**src/rtl/ramp_adc_scheduler_pkg.sv**
```systemverilog
// ramp_adc_pkg: shared types and helpers for the single-slope ramp ADC scheduler.
//   ramp_adc_state_e : scheduler FSM states
//   next_enabled_ch  : round-robin pick of the next enabled channel index
package ramp_adc_pkg;

    typedef enum logic [2:0] {
        IDLE,
        SELECT,
        SETTLE,
        RAMP,
        OUTPUT
    } ramp_adc_state_e;

    // Upper bound on channel count supported by the round-robin helper.
    localparam int MAX_CH   = 16;
    localparam int CH_IDX_W = 4;

    // Lowest enabled index strictly after 'last', wrapping modulo num_ch.
    // If 'last' is the only enabled channel it is picked again (i == num_ch).
    // Returns 'last' when the mask is empty; callers qualify with |mask.
    function automatic logic [CH_IDX_W-1:0] next_enabled_ch(
        input logic [MAX_CH-1:0]   mask,
        input logic [CH_IDX_W-1:0] last,
        input int                  num_ch
    );
        logic [CH_IDX_W:0]   idx;
        logic [CH_IDX_W-1:0] pick;
        logic                found;
        pick  = last;
        found = 1'b0;
        for (int i = 1; i <= MAX_CH; i++) begin
            // last < num_ch and i <= num_ch, so one conditional subtract wraps.
            idx = {1'b0, last} + (CH_IDX_W+1)'(i);
            if (idx >= (CH_IDX_W+1)'(num_ch)) begin
                idx = idx - (CH_IDX_W+1)'(num_ch);
            end
            if (!found && (i <= num_ch) && mask[idx[CH_IDX_W-1:0]]) begin
                pick  = idx[CH_IDX_W-1:0];
                found = 1'b1;
            end
        end
        return pick;
    endfunction

endpackage

```
**src/rtl/ramp_adc_scheduler_rr_channel_picker.sv**
```systemverilog
// rr_channel_picker: combinational round-robin next-enabled-index finder.
// Ports:
//   mask_i  : per-requester enable mask
//   last_i  : index served most recently
//   pick_o  : lowest enabled index strictly after last_i (wrapping)
//   any_o   : 1 when at least one requester is enabled
module rr_channel_picker
    import ramp_adc_pkg::*;
#(
    parameter int NUM_CH = 5,
    parameter int IDX_W  = $clog2(NUM_CH)
) (
    input  logic [NUM_CH-1:0] mask_i,
    input  logic [IDX_W-1:0]  last_i,
    output logic [IDX_W-1:0]  pick_o,
    output logic              any_o
);

    assign pick_o = IDX_W'(next_enabled_ch(MAX_CH'(mask_i), CH_IDX_W'(last_i), NUM_CH));
    assign any_o  = |mask_i;

endmodule

```
**src/rtl/ramp_adc_scheduler.sv**
```systemverilog
// ramp_adc_scheduler: multi-channel single-slope ADC sequencer. Walks enabled
// channels round-robin, drives the analog mux, holds the PWM duty at 0 while
// the RC filter settles, ramps the duty and captures it when the synchronized
// comparator trips (or saturates at MAX). Samples leave on a valid/ready port.
// Ports:
//   clk, reset    : clock, synchronous active-high reset
//   run           : level, convert continuously while high
//   ch_enable     : per-channel enable mask (sampled in SELECT only)
//   comp_in       : async comparator, 1 while ramp < selected input
//   ch_sel        : analog mux select
//   duty_cycle    : duty code to the pwm instance
//   busy          : high whenever not IDLE
//   sample_data   : captured code
//   sample_ch     : channel of sample_data
//   sample_valid  : sample available (registered, no ready->valid path)
//   sample_ready  : consumer accepts
//   sample_sat    : only with RAMP_ADC_SAT_FLAG_EN; 1 when the sample saturated
module ramp_adc_scheduler
    import ramp_adc_pkg::*;
#(
    parameter int WIDTH         = 8,
    parameter int NUM_CH        = 5,
    parameter int STEP_PERIOD   = 1024,
    parameter int SETTLE_CYCLES = 256
) (
    input  logic                      clk,
    input  logic                      reset,
    input  logic                      run,
    input  logic [NUM_CH-1:0]         ch_enable,
    input  logic                      comp_in,
    output logic [$clog2(NUM_CH)-1:0] ch_sel,
    output logic [WIDTH-1:0]          duty_cycle,
    output logic                      busy,
    output logic [WIDTH-1:0]          sample_data,
    output logic [$clog2(NUM_CH)-1:0] sample_ch,
    output logic                      sample_valid,
    input  logic                      sample_ready
`ifdef RAMP_ADC_SAT_FLAG_EN
    ,
    output logic                      sample_sat
`endif
);

    localparam int CH_W   = $clog2(NUM_CH);
    localparam int SET_W  = $clog2(SETTLE_CYCLES + 1);
    localparam int STEP_W = $clog2(STEP_PERIOD + 1);
    localparam logic [WIDTH-1:0] DUTY_MAX = '1;

    ramp_adc_state_e    state_q, state_d;
    logic               sync1_q, comp_s_q;
    logic [CH_W-1:0]    last_ch_q, last_ch_d;
    logic [CH_W-1:0]    ch_sel_q, ch_sel_d;
    logic [WIDTH-1:0]   duty_q, duty_d;
    logic [SET_W-1:0]   settle_q, settle_d;
    logic [STEP_W-1:0]  step_q, step_d;
    logic [WIDTH-1:0]   data_q, data_d;
    logic [CH_W-1:0]    sch_q, sch_d;
    logic               valid_q, valid_d;
`ifdef RAMP_ADC_SAT_FLAG_EN
    logic               sat_q, sat_d;
`endif
    logic [CH_W-1:0]    pick;
    logic               pick_any;

    rr_channel_picker #(
        .NUM_CH (NUM_CH),
        .IDX_W  (CH_W)
    ) u_picker (
        .mask_i (ch_enable),
        .last_i (last_ch_q),
        .pick_o (pick),
        .any_o  (pick_any)
    );

    always_ff @(posedge clk) begin
        if (reset) begin
            state_q   <= IDLE;
            // Synchronizer idles at "ramp below input" so no false trip.
            sync1_q   <= 1'b1;
            comp_s_q  <= 1'b1;
            // Starting from the last index makes channel 0 the first pick.
            last_ch_q <= CH_W'(NUM_CH - 1);
            ch_sel_q  <= '0;
            duty_q    <= '0;
            settle_q  <= '0;
            step_q    <= '0;
            data_q    <= '0;
            sch_q     <= '0;
            valid_q   <= 1'b0;
`ifdef RAMP_ADC_SAT_FLAG_EN
            sat_q     <= 1'b0;
`endif
        end else begin
            state_q   <= state_d;
            sync1_q   <= comp_in;
            comp_s_q  <= sync1_q;
            last_ch_q <= last_ch_d;
            ch_sel_q  <= ch_sel_d;
            duty_q    <= duty_d;
            settle_q  <= settle_d;
            step_q    <= step_d;
            data_q    <= data_d;
            sch_q     <= sch_d;
            valid_q   <= valid_d;
`ifdef RAMP_ADC_SAT_FLAG_EN
            sat_q     <= sat_d;
`endif
        end
    end

    always_comb begin
        state_d   = state_q;
        last_ch_d = last_ch_q;
        ch_sel_d  = ch_sel_q;
        duty_d    = duty_q;
        settle_d  = settle_q;
        step_d    = step_q;
        data_d    = data_q;
        sch_d     = sch_q;
        valid_d   = valid_q;
`ifdef RAMP_ADC_SAT_FLAG_EN
        sat_d     = sat_q;
`endif
        case (state_q)
            IDLE: begin
                duty_d = '0;
                if (run && (|ch_enable)) begin
                    state_d = SELECT;
                end
            end
            SELECT: begin
                // The mask may have cleared since IDLE looked at it.
                if (pick_any) begin
                    ch_sel_d = pick;
                    settle_d = SET_W'(SETTLE_CYCLES - 1);
                    state_d  = SETTLE;
                end else begin
                    state_d  = IDLE;
                end
            end
            SETTLE: begin
                duty_d = '0;
                if (settle_q == '0) begin
                    step_d  = STEP_W'(STEP_PERIOD - 1);
                    state_d = RAMP;
                end else begin
                    settle_d = settle_q - SET_W'(1);
                end
            end
            RAMP: begin
                // Trip wins over a saturating step tick in the same cycle.
                if (!comp_s_q) begin
                    data_d  = duty_q;
                    sch_d   = ch_sel_q;
                    valid_d = 1'b1;
                    duty_d  = '0;
                    state_d = OUTPUT;
`ifdef RAMP_ADC_SAT_FLAG_EN
                    sat_d   = 1'b0;
`endif
                end else if (step_q == '0) begin
                    if (duty_q == DUTY_MAX) begin
                        data_d  = DUTY_MAX;
                        sch_d   = ch_sel_q;
                        valid_d = 1'b1;
                        duty_d  = '0;
                        state_d = OUTPUT;
`ifdef RAMP_ADC_SAT_FLAG_EN
                        sat_d   = 1'b1;
`endif
                    end else begin
                        duty_d = duty_q + WIDTH'(1);
                        step_d = STEP_W'(STEP_PERIOD - 1);
                    end
                end else begin
                    step_d = step_q - STEP_W'(1);
                end
            end
            OUTPUT: begin
                duty_d = '0;
                if (valid_q && sample_ready) begin
                    valid_d   = 1'b0;
                    last_ch_d = sch_q;
                    state_d   = run ? SELECT : IDLE;
                end
            end
            default: begin
                state_d = IDLE;
            end
        endcase
    end

    assign ch_sel       = ch_sel_q;
    assign duty_cycle   = duty_q;
    assign busy         = (state_q != IDLE);
    assign sample_data  = data_q;
    assign sample_ch    = sch_q;
    assign sample_valid = valid_q;
`ifdef RAMP_ADC_SAT_FLAG_EN
    assign sample_sat   = sat_q;
`endif

endmodule

```
**config.mk**
```make
export PLATFORM = sky130hd
export DESIGN_NAME = ramp_adc_scheduler
export DESIGN_NICKNAME = d
export VERILOG_FILES = /design/src/rtl/ramp_adc_scheduler_pkg.sv /design/src/rtl/ramp_adc_scheduler_rr_channel_picker.sv /design/src/rtl/ramp_adc_scheduler.sv
export SDC_FILE = /design/constraint.sdc
export NUM_CORES = 1
export LEC_CHECK = 0
export ABC_CLOCK_PERIOD_IN_PS = 8450
export CAP_MARGIN = 40
export CORE_MARGIN = 2
export CORE_UTILIZATION = 30
export CTS_BUF_LIST = sky130_fd_sc_hd__clkbuf_16
export DETAILED_ROUTE_END_ITERATION = 16
export DONT_BUFFER_PORTS = 1
export PLACE_DENSITY = 0.44
export SYNTH_ARGS = -nofsm -noshare
export SYNTH_HDL_FRONTEND = slang
export SYNTH_SLANG_ARGS = --single-unit
```
**constraint.sdc**
```tcl
create_clock -name clk -period 8.45 [get_ports clk]
set_input_delay 1.69 -clock clk [delete_from_list [all_inputs] [get_ports clk]]
set_output_delay 1.69 -clock clk [all_outputs]
set_load 0.05 [all_outputs]
```
## Word-level counts from Yosys, hierarchy flattened

Index checks and enable logic that the tools add are counted.

- Input bits: 10
- Flip-flop bits (word level): 51
- Output and inout bits: 24
- Word-level logic and storage cells: 134

- Multiplexer cells: 56
- $add $sub $neg: 13
- Reduce and logical (&&, ||, !) cells: 28
- Equal/unequal tests: 16
- Magnitude comparators: 10

Operators by type and width:

| kind | count |
|---|---|
| two-way mux 8 bit | 6 |
| two-way mux 11 bit | 4 |
| two-way mux 3 bit | 14 |
| greater-or-equal comparator 5 x 3 -> 1 bit, second input constant | 5 |
| less-than comparator 4 x 5 -> 1 bit, second input constant | 5 |
| one-hot mux 11 bit (2 select lines) | 1 |
| binary-select mux 1 bit (select 4 bit) | 5 |
| two-way mux 4 bit | 5 |
| subtractor 4 x 3 -> 4 bit, second input constant | 5 |
| two-way mux 9 bit | 2 |
| one-hot mux 9 bit (2 select lines) | 1 |
| one-hot mux 8 bit (2 select lines) | 1 |
| one-hot mux 3 bit (5 select lines) | 1 |
| two-way mux 1 bit | 14 |
| inequality test 2 bit, second input constant | 6 |
| zero test 11 bit | 1 |
| subtractor 11 x 1 -> 11 bit, second input constant | 1 |
| zero test 9 bit | 1 |
| inequality test 3 bit, second input constant | 3 |
| subtractor 9 x 1 -> 9 bit, second input constant | 1 |
| adder 3 x 2 -> 4 bit, second input constant | 2 |
| adder 3 x 3 -> 4 bit, second input constant | 2 |
| adder 8 x 1 -> 8 bit, second input constant | 1 |
| equality test 8 bit, second input constant | 1 |
| 18 further kinds | 35 |

## Logic depth before layout (Yosys ltp)

Gate-level depths: netlist of the first run.

- Word-level depth: 18
- Depth in mapped cells: 16
- Depth with buffers taken out: 10

## Modules after synthesis

A second synthesis of the first run with hierarchy kept.

- Cell total of the unflattened synthesis: 461
- Area, all modules: 3876.2 µm²

Modules (own cells, without submodules):

| module | sequential area each (µm²) | cells an instance | area an instance (µm²) | times used |
|---|---|---|---|---|
| ramp_adc_scheduler | 1021.0 | 266 | 2457.4 | 1 |
| rr_channel_picker | 0.0 | 195 | 1418.9 | 1 |

## Least setup slack after synthesis of the first run

Ideal clock, no wire load.

- Path type: input to register
- Start point: input port ch_enable[1]
- End point: register ch_sel_q[0] (netlist: ch_sel[0])
- Setup time: 117 ps
- Slack: 4864 ps
- Arrival time: 3468 ps
- Path buffers: 0
- Data required time: 8333 ps
- Cell stages on the path: 7
- Path through: mux4_2 > a32oi_1 > nor2_1 > a2111oi_0 > nand4_1 > a211o_1 > a32o_1

- Cells in the longest elaborated chain, start to end: 15
- Elaborated cells on any way between the ends: 29
- Those cells by class: mux: 19; reduce/logical: 10

RTL lines:

| element | line | source |
|---|---|---|
| from (decl) | ramp_adc_scheduler.sv:29 | `input logic [NUM_CH-1:0] ch_enable,` |
| binary-select mux 1 bit (select 4 bit) | ramp_adc_scheduler_pkg.sv:37 | `if (!found && (i <= num_ch) && mask[idx[CH_IDX_W-1:0]]) begin` |
| two-way mux 1 bit (not written as such) | ramp_adc_scheduler_pkg.sv:37 |  |
| two-way mux 1 bit | ramp_adc_scheduler_pkg.sv:37 |  |
| zero test 1 bit | ramp_adc_scheduler_pkg.sv:37 |  |
| logical AND 1 bit | ramp_adc_scheduler_pkg.sv:37 |  |
| two-way mux 1 bit | ramp_adc_scheduler_pkg.sv:37 |  |
| zero test 1 bit | ramp_adc_scheduler_pkg.sv:37 |  |
| logical AND 1 bit | ramp_adc_scheduler_pkg.sv:37 |  |
| two-way mux 1 bit | ramp_adc_scheduler_pkg.sv:37 |  |
| zero test 1 bit | ramp_adc_scheduler_pkg.sv:37 |  |
| logical AND 1 bit | ramp_adc_scheduler_pkg.sv:37 |  |
| two-way mux 1 bit | ramp_adc_scheduler_pkg.sv:37 |  |
| zero test 1 bit | ramp_adc_scheduler_pkg.sv:37 |  |
| logical AND 1 bit | ramp_adc_scheduler_pkg.sv:37 |  |
| two-way mux 3 bit | ramp_adc_scheduler_pkg.sv:37 |  |
| to (signal assigned) | ramp_adc_scheduler.sv:98 | `ch_sel_q <= ch_sel_d;` |
| to (decl) | ramp_adc_scheduler.sv:52 | `logic [CH_W-1:0] ch_sel_q, ch_sel_d;` |

Several ways; a longest one is shown, not always the timed one. The select of a mux whose other input is x is not followed.
A chain may end at the register's enable or synchronous reset.

## Worst setup path in the final report of the first run

- Start point: register last_ch_q[0]
- End point: register ch_sel_q[0] (netlist: ch_sel[0])

- Cells in the longest elaborated chain, start to end: 18
- Elaborated cells on any way between the ends: 47
- Those cells by class: add/sub: 10; order compare: 5; mux: 24; reduce/logical: 8

RTL lines:

| element | line | source |
|---|---|---|
| from (decl) | ramp_adc_scheduler.sv:51 | `logic [CH_W-1:0] last_ch_q, last_ch_d;` |
| from (signal assigned) | ramp_adc_scheduler.sv:82 | `last_ch_q <= CH_W'(NUM_CH - 1);` |
| from (signal assigned) | ramp_adc_scheduler.sv:97 | `last_ch_q <= last_ch_d;` |
| adder 3 x 1 -> 4 bit | ramp_adc_scheduler_pkg.sv:33 | `idx = {1'b0, last} + (CH_IDX_W+1)'(i);` |
| subtractor 4 x 3 -> 4 bit or greater-or-equal comparator 5 x 3 -> 1 bit (tied branches) | ramp_adc_scheduler_pkg.sv:35, ramp_adc_scheduler_pkg.sv:34 |  |
| two-way mux 4 bit | ramp_adc_scheduler_pkg.sv:34 | `if (idx >= (CH_IDX_W+1)'(num_ch)) begin` |
| binary-select mux 1 bit (select 4 bit) | ramp_adc_scheduler_pkg.sv:37 |  |
| two-way mux 1 bit (not written as such) | ramp_adc_scheduler_pkg.sv:37 |  |
| two-way mux 1 bit | ramp_adc_scheduler_pkg.sv:37 |  |
| zero test 1 bit | ramp_adc_scheduler_pkg.sv:37 |  |
| logical AND 1 bit | ramp_adc_scheduler_pkg.sv:37 |  |
| [... 2 more ...] | -- |  |
| logical AND 1 bit | ramp_adc_scheduler_pkg.sv:37 |  |
| two-way mux 1 bit | ramp_adc_scheduler_pkg.sv:37 |  |
| zero test 1 bit | ramp_adc_scheduler_pkg.sv:37 |  |
| logical AND 1 bit | ramp_adc_scheduler_pkg.sv:37 |  |
| two-way mux 1 bit | ramp_adc_scheduler_pkg.sv:37 |  |
| zero test 1 bit | ramp_adc_scheduler_pkg.sv:37 |  |
| logical AND 1 bit | ramp_adc_scheduler_pkg.sv:37 |  |
| two-way mux 3 bit * | ramp_adc_scheduler_pkg.sv:37 |  |

Every way passes the cells marked *; elsewhere a longest branch is shown, timed or not. The select of a mux whose other input is x is not followed.

==> metrics.log, run 1 <==
[metrics] register bit total from synthesis: 51
[metrics] synth unique cells: 69
[metrics] drt total wl: 9870 um
[metrics] Register-to-Register Path Depth: 10
[metrics] nature of the critical path endpoint: flip-flop
[metrics] floorplan die height: 114 um
[metrics] GRT overflow: 0
[metrics] post-synth net total: 492
[metrics] PortBufs: 0
[metrics] Gate power share: 21.1%
[metrics] dominant synthesized flop cell: sky130_fd_sc_hd__dfxtp_1
[metrics] transition time at the pin with the least slew margin: 0.823 ns
[metrics] Routed wire per std cell: 16.4 um
[metrics] maximum clock rate: 237 MHz
[metrics] hold-critical path depth: 1
[metrics] clk buf depth: 2
[metrics] maximum number of pins on one net before global-route repair: 47
[metrics] floorplan die width: 114 um
[metrics] Required @ worst endpoint: 8.63 ns
[metrics] clock tree from TritonCTS: built
[metrics] number of setup violations in the final report: 0
[metrics] fin. max-slew vios: 0
[metrics] worst clock skew: 0.00251 ns
[metrics] part of the power in the clock network: 31.3%
[metrics] Initial Utilization: 30.4%
[metrics] summed negative setup slack over all endpoints: 0 ns
[metrics] clock transition at the registers of the reported paths: 0.06 ns
[metrics] part of the power in registers: 47.6%
[metrics] Mapped Avg Cell Area: 7.76 um2
[metrics] final-layout fill cell count: 1306
[metrics] initial antenna violation count: 0
[metrics] post-route antenna net violation count: 0
[metrics] row count: 40
[metrics] Worst Path Max Fanout: 33
[metrics] Final Core Density: 32.4%
[metrics] CTS H-Tree Depth: 2
[metrics] nature of the critical path startpoint: flip-flop
[metrics] reported leakage power: 1.47 nW
[metrics] register area share after synthesis: 28.2%
[metrics] DPL Wire Length: 7150 um
[metrics] number of remaining DRC errors: 0
[metrics] internal power of the cells: 421 uW
[metrics] insertion delay to the later sink of the worst-skew pair: 0.28 ns
[metrics] die area: 13000 um2
[metrics] switching power share of the total: 30.9%
[metrics] post-CTS setup buffer count: 0
[metrics] normalized max-slew margin: 45.1%
[metrics] vias in the first global route: 3212
[metrics] growth of design area from synthesis to finish: 6.45%
[metrics] Final Total Pwr: 610 uW
[metrics] Avg Vias per Cell: 5.50
[metrics] final-report hold violation count: 0
[metrics] multi-input combinational cell area: 2420 um2
[metrics] first-pass GRT wire length: 16600 um
[metrics] number of enable-type register cells in the synthesized netlist: 0
[metrics] result of the run: finished clean
[metrics] RD Place Congestion: 0.837
[metrics] final critical delay including setup and external delays: 4.22 ns
[metrics] final net count: 478
[metrics] DR vias: 3307
[metrics] Boundary Pins: 34
[metrics] netlist area before placement: 3630 um2
[metrics] switching power: 188 uW
[metrics] count of hold buffers inserted by post-cts repair: 0
[metrics] TritonCTS buffer count: 5
[metrics] TritonRoute pass-1 iters: 5
[metrics] number of diodes: 0
[metrics] clock tree root buffer cell: sky130_fd_sc_hd__clkbuf_16
[metrics] max-capacitance violation count: 0
[metrics] number of DRC violations after detailed-routing iteration 0: 213
[metrics] share of flip-flops with an asynchronous set or reset after synthesis: 0%
[metrics] signal arrival time at the worst endpoint: 4.39 ns
[metrics] core area: 11900 um2
[metrics] global-route usage over all layers: 15.6%
[metrics] total number of yosys warnings: 0
[metrics] power density of the placed cells: 158 nW/um2
[metrics] setup repair after global routing missed its margin: no
[metrics] Resize count post-CTS: 0
[metrics] worst min-delay path class: flip-flop to flip-flop
[metrics] sink count of the clock tree: 51
[metrics] largest vdd supply drop: 0.0934 mV
[metrics] Sequential cell area: 1020 um2
[metrics] path type of the worst setup path: flip-flop to flip-flop
[metrics] Mapped Cells: 467
[metrics] final critical-path share of the clock period: 49.9%
[metrics] share of final-layout standard cells stronger than drive strength 1: 5.95%
==> layer usage <==
metal | GRT usage, % | part of all wire (%) | routed length, um | vias up
met2 | 25.5 | 46 | 4550 | 70
met1 | 20.3 | 47 | 4620 | 1535
met3 | 3.83 | 5.6 | 552 | 15
met4 | 4.47 | 1.5 | 144 | 0
met5 | 0 | 0 | 0 | -
li1 | - | - | - | 1687
==> power by group through the flow <==
stage	Clock, mW	Combinational, mW	Sequential, mW
after floorplan	0	0.114	0.289
after global placement	0	0.127	0.296
after detailed placement	0	0.129	0.296
after CTS	0.198	0.130	0.291
after global routing	0.211	0.147	0.294
final	0.191	0.129	0.290
==> cell families after synthesis <==
family	after synthesis	share of synthesized area (%)
AND/OR/NAND/NOR	195	27.6
AO/OA/AOI/OAI	135	25.5
flip-flops	51	28.2
buffers and inverters	42	4.97
XOR/XNOR	18	4.76
adder cells (fa/ha/maj)	15	5.18
multiplexers	11	3.83
==> stage by stage <==
step / instances / hold WS [ns] / instance area [um2] / setup WS (ns)
floorplan: 467 / 0.393 / 3630 / 4.86
global route: 601 / 0.436 / 3860 / 3.97
finish: 601 / 0.411 / 3860 / 4.23
detailed placement: 593 / 0.400 / 3720 / 4.33
global placement: 592 / 0.396 / 3710 / 4.37
CTS: 601 / 0.416 / 3860 / 4.31
==> critical path, stage by stage, from the launching register on <==
cell,delay [ns]
sky130_fd_sc_hd__dfxtp_1,0.31
sky130_fd_sc_hd__buf_4,0.33
sky130_fd_sc_hd__inv_1,0.33
sky130_fd_sc_hd__ha_1,0.94
sky130_fd_sc_hd__mux4_2,0.61
sky130_fd_sc_hd__a32oi_1,0.16
sky130_fd_sc_hd__nor2_1,0.09
sky130_fd_sc_hd__a2111oi_0,0.56
sky130_fd_sc_hd__nand4_1,0.20
sky130_fd_sc_hd__a211o_1,0.31
sky130_fd_sc_hd__a32o_1,0.26
==> state kept, by name, summed over array words and instances (netlist names) <==
name          flops
sample_valid      1
sample_data       8
settle_q          9
ch_sel            3
state_q           3
duty_cycle        8
step_q           11
sync1_q           1
sample_ch         3
last_ch_q         3
comp_s_q          1
==> Yosys cell counts, drive strengths merged, types with 6 or more instances <==
cell	instances	area share, %
nor2	57	5.9
dfxtp	51	28
a21oi	44	6.1
nand2	33	3.4
nor3	24	3.5
inv	18	1.9
ha	15	5.2
o21ai	15	2.1
buf	12	1.9
clkbuf	12	1.2
nand2b	12	2.1
a211oi	11	2.4
or3	10	1.7
nand3	9	1.2
xnor2	9	2.2
a21o	8	1.7
xor2	8	1.9
nand3b	7	1.4
or2	7	1.2
a311oi	6	1.4
mux2i	6	1.7
nor2b	6	1.0
==> final cells by class <==
type | count | share of cell area, %
Multi-Input combinational cell | 374 | 62.8
Sequential cell | 51 | 26.5
Tap cell | 147 | 4.76
Clock buffer | 5 | 3.24
Inverter | 18 | 1.75
Timing Repair Buffer | 3 | 0.681
Clock inverter | 3 | 0.292
==> cells in the final DEF, fill, tap and decap left out, types with 6 or more instances in the layout <==
cell type and instances:
sky130_fd_sc_hd__nor2_1 57, sky130_fd_sc_hd__dfxtp_1 51, sky130_fd_sc_hd__a21oi_1 44, sky130_fd_sc_hd__nand2_1 33, sky130_fd_sc_hd__nor3_1 23, sky130_fd_sc_hd__inv_1 19, sky130_fd_sc_hd__o21ai_0 15, sky130_fd_sc_hd__ha_1 15
sky130_fd_sc_hd__nand2b_1 12, sky130_fd_sc_hd__or3_1 10, sky130_fd_sc_hd__a211oi_1 10, sky130_fd_sc_hd__nand3_1 9, sky130_fd_sc_hd__xnor2_1 9, sky130_fd_sc_hd__xor2_1 8, sky130_fd_sc_hd__a21o_1 8, sky130_fd_sc_hd__nand3b_1 7
sky130_fd_sc_hd__or2_2 6, sky130_fd_sc_hd__nor2b_1 6, sky130_fd_sc_hd__mux2i_1 6, sky130_fd_sc_hd__a311oi_1 6
==> path summary, 6_finish.rpt <==
| kind | start | endpoint | slack [ns] |
|---|---|---|---|
| worst max-delay path | last_ch_q[0] | ch_sel[0] | 4.23 |
| worst min-delay path | sync1_q | comp_s_q | 0.41 |
| worst max register to register | last_ch_q[0] | ch_sel[0] | 4.23 |
| worst min register to register | sync1_q | comp_s_q | 0.41 |
(Power assumes the default switching activity.)
==> run 2, diff against run 1 <==
Settings changed: ABC_CLOCK_PERIOD_IN_PS 8450 to 3600, PLACE_DENSITY 0.44 to 0.45.
Clock period 8.45 ns to 3.6 ns, I/O delays scaled along.
==> run 2 against run 1 <==
Effect of this change:
- clock-buffer cell count is the same
- total power grew 140%
- combinational power grew 150%
- register-to-register slack lost 3.9 ns
==> metrics.log, run 2 (synthesis results as in run 1) <==
[metrics] result of the run: finished clean
[metrics] insertion delay to the later sink of the worst-skew pair: 0.29 ns (about the same)
[metrics] nature of the critical path endpoint: flip-flop
[metrics] row count: 40 (unchanged)
[metrics] largest reg by FF count: step_q
[metrics] DR vias: 3412 (+3.2%)
[metrics] share of final-layout standard cells stronger than drive strength 1: 8.58% (+2.6 points)
[metrics] commonest cells after routing, fill and taps aside: sky130_fd_sc_hd__nor2_1, sky130_fd_sc_hd__dfxtp_1, sky130_fd_sc_hd__a21oi_1
[metrics] RD Place Congestion: 0.890 (+6.4%)
[metrics] nature of the critical path startpoint: flip-flop
[metrics] most common library cell in the layout ignoring fill and taps: sky130_fd_sc_hd__nor2_1
[metrics] transition time at the pin with the least slew margin: 0.653 ns (-0.170 ns)
[metrics] Boundary Pins: 34 (unchanged)
[metrics] final-layout fill cell count: 1264 (-3.2%)
[metrics] Routed wire per std cell: 16.2 um (-1.0%)
[metrics] drt total wl: 9960 um (+0.93%)
[metrics] Avg Vias per Cell: 5.57 (+1.2%)
[metrics] Worst R2R Start: last_ch_q[0]
[metrics] initial antenna violation count: 0 (unchanged)
[metrics] TritonCTS buffer count: 5 (unchanged)
[metrics] max reg flops: 11 (unchanged)
[metrics] register-to-register setup slack: 0.36 ns (-3.87 ns)
[metrics] clock tree root buffer cell: sky130_fd_sc_hd__clkbuf_16
[metrics] number of remaining DRC errors: 0 (unchanged)
[metrics] largest vdd supply drop: 0.226 mV (+140%)
[metrics] core area: 11900 um2 (unchanged)
[metrics] number of setup violations in the final report: 0 (unchanged)
[metrics] worst clock skew: 0.00600 ns (+0.00349 ns)
[metrics] path type of the worst setup path: flip-flop to flip-flop
[metrics] floorplan die height: 114 um (unchanged)
[metrics] Register-to-Register Path Depth: 10 (unchanged)
[metrics] final critical-path share of the clock period: 90.0% (+40 points)
[metrics] Worst Path Max Fanout: 30 (-9.1%)
[metrics] Worst Hold Path EP: comp_s_q
[metrics] final critical delay including setup and external delays: 3.24 ns (-0.978 ns)
[metrics] number of diodes: 0 (unchanged)
[metrics] met2 global-route usage: 26.1% (+0.56 points)
[metrics] launch point of the worst hold path: sync1_q
[metrics] PortBufs: 0 (unchanged)
[metrics] worst min-delay path class: flip-flop to flip-flop
[metrics] normalized max-slew margin: 55.9% (+11 points)
[metrics] met1 GRT Util: 20.4% (+0.059 points)
[metrics] vias in the first global route: 3294 (+2.6%)
[metrics] hold-critical path depth: 1 (unchanged)
[metrics] signal arrival time at the worst endpoint: 3.42 ns (-0.97 ns)
[metrics] GRT overflow: 0 (unchanged)
[metrics] largest registers: step_q x11, settle_q x9
[metrics] global-route usage over all layers: 15.8% (+0.20 points)
[metrics] reported leakage power: 1.53 nW (+4.5%)
[metrics] number of DRC violations after detailed-routing iteration 0: 167 (-22%)
[metrics] max-capacitance violation count: 0 (unchanged)
[metrics] floorplan die width: 114 um (unchanged)
[metrics] clock transition at the registers of the reported paths: 0.07 ns (about the same)
[metrics] post-route antenna net violation count: 0 (unchanged)
[metrics] maximum number of pins on one net before global-route repair: 47 (unchanged)
[metrics] Final Core Density: 33.2% (+0.77 points)
[metrics] growth of design area from synthesis to finish: 8.97%
[metrics] clk buf depth: 2 (unchanged)
[metrics] TritonRoute pass-1 iters: 4 (-1)
[metrics] Required @ worst endpoint: 3.78 ns (-4.85 ns)
[metrics] die area: 13000 um2 (unchanged)
[metrics] final net count: 490 (+2.5%)
[metrics] count of hold buffers inserted by post-cts repair: 0 (unchanged)
[metrics] summed negative setup slack over all endpoints: 0 ns (unchanged)
[metrics] Critical R2R Capture: ch_sel[0]
[metrics] Initial Utilization: 30.4% (unchanged)
[metrics] DPL Wire Length: 7370 um (+3.0%)
[metrics] Final Total Pwr: 1.45 mW (+140%)
[metrics] final-report hold violation count: 0 (unchanged)
[metrics] CTS H-Tree Depth: 2 (unchanged)
[metrics] post-CTS setup buffer count: 0 (unchanged)
[metrics] fin. max-slew vios: 0 (unchanged)
[metrics] power density of the placed cells: 367 nW/um2 (+130%)
[metrics] first-pass GRT wire length: 16700 um (+0.42%)
[metrics] GR peak layer: met2
[metrics] sink count of the clock tree: 51 (unchanged)
[metrics] setup repair after global routing missed its margin: no
[metrics] maximum clock rate: 309 MHz (+30%)
[metrics] met3 global-route usage: 3.83% (unchanged)
[metrics] Resize count post-CTS: 0 (unchanged)
[metrics] clock tree from TritonCTS: built
## run 2: cell count changes in the layout (fill, tap and decap cells not counted)
cell	change
sky130_fd_sc_hd__buf_4	+13
sky130_fd_sc_hd__clkdlybuf4s15_2	-1
sky130_fd_sc_hd__clkinv_1	-1
sky130_fd_sc_hd__clkinv_4	+1
## run 2: layout make-up
class | instances | area [um2] | area share, %
clock buffers | 5 | 125 | 3.17
clock inverters | 3 | 16.3 | 0.412
inverters | 18 | 67.6 | 1.71
multi-input cells | 374 | 2420 | 61.4
flip-flops and latches | 51 | 1020 | 25.8
well taps | 147 | 184 | 4.65
repair buffers | 15 | 113 | 2.85
## run 2: per-stage QoR
stage / instances / worst slack (ns) / instance area (um2) / hold WS [ns]
2_1_floorplan: 467 / 0.162 / 3630 / 0.393
3_3_place_gp: 605 / 0.459 / 3810 / 0.398
3_5_place_dp: 605 / 0.460 / 3810 / 0.398
4_1_cts: 613 / 0.426 / 3950 / 0.414
5_1_grt: 613 / 0.0682 / 3950 / 0.463
6_report: 613 / 0.362 / 3950 / 0.416
## run 2: worst max-delay path, stage by stage (launching register included)
cell and delay (ns):
sky130_fd_sc_hd__dfxtp_1 0.39, sky130_fd_sc_hd__buf_4 0.34, sky130_fd_sc_hd__ha_1 0.28, sky130_fd_sc_hd__nand2b_1 0.09
sky130_fd_sc_hd__a21oi_1 0.37, sky130_fd_sc_hd__a211o_1 0.15, sky130_fd_sc_hd__a21oi_1 0.17, sky130_fd_sc_hd__a2111oi_0 0.57
sky130_fd_sc_hd__nand4_1 0.20, sky130_fd_sc_hd__a211o_1 0.31, sky130_fd_sc_hd__a32o_1 0.25
## run 2: how the worst max path moves through the flow
stage / from / end / cells after the start
after detailed placement: last_ch_q[0] / ch_sel[0] / 11
after CTS: last_ch_q[0] / ch_sel[0] / 11
after global placement: last_ch_q[0] / ch_sel[0] / 11
after global routing: last_ch_q[1] / ch_sel[0] / 10
final: last_ch_q[0] / ch_sel[0] / 10
after floorplan: last_ch_q[0] / ch_sel[0] / 14
## run 2: per-layer routing
layer	vias up	wire (um)
met3	14	677
met2	99	4490
met4	0	144
li1	1697	-
met5	-	0
met1	1602	4650
## run 2: where the power goes
part           internal, mW  switching (mW)  total [mW]
clock                 0.254           0.210       0.464
combinational         0.132           0.184       0.317
sequential            0.612          0.0581       0.670
==> run 3, diff against run 2 <==
==> constraint.sdc (replaced) <==
create_clock -name clk -period 3.6 [get_ports clk]
set_input_delay 0.54 -clock clk [delete_from_list [all_inputs] [get_ports clk]]
set_output_delay 0.54 -clock clk [all_outputs]
set_load 0.05 [all_outputs]
==> results of run 3 <==
Same layout as run 2 (identical final DEF). Status: finished clean.
Main changes from that run: hold slack 0.416 ns -> 0.316 ns; end point of the worst hold path comp_s_q -> step_q[1]
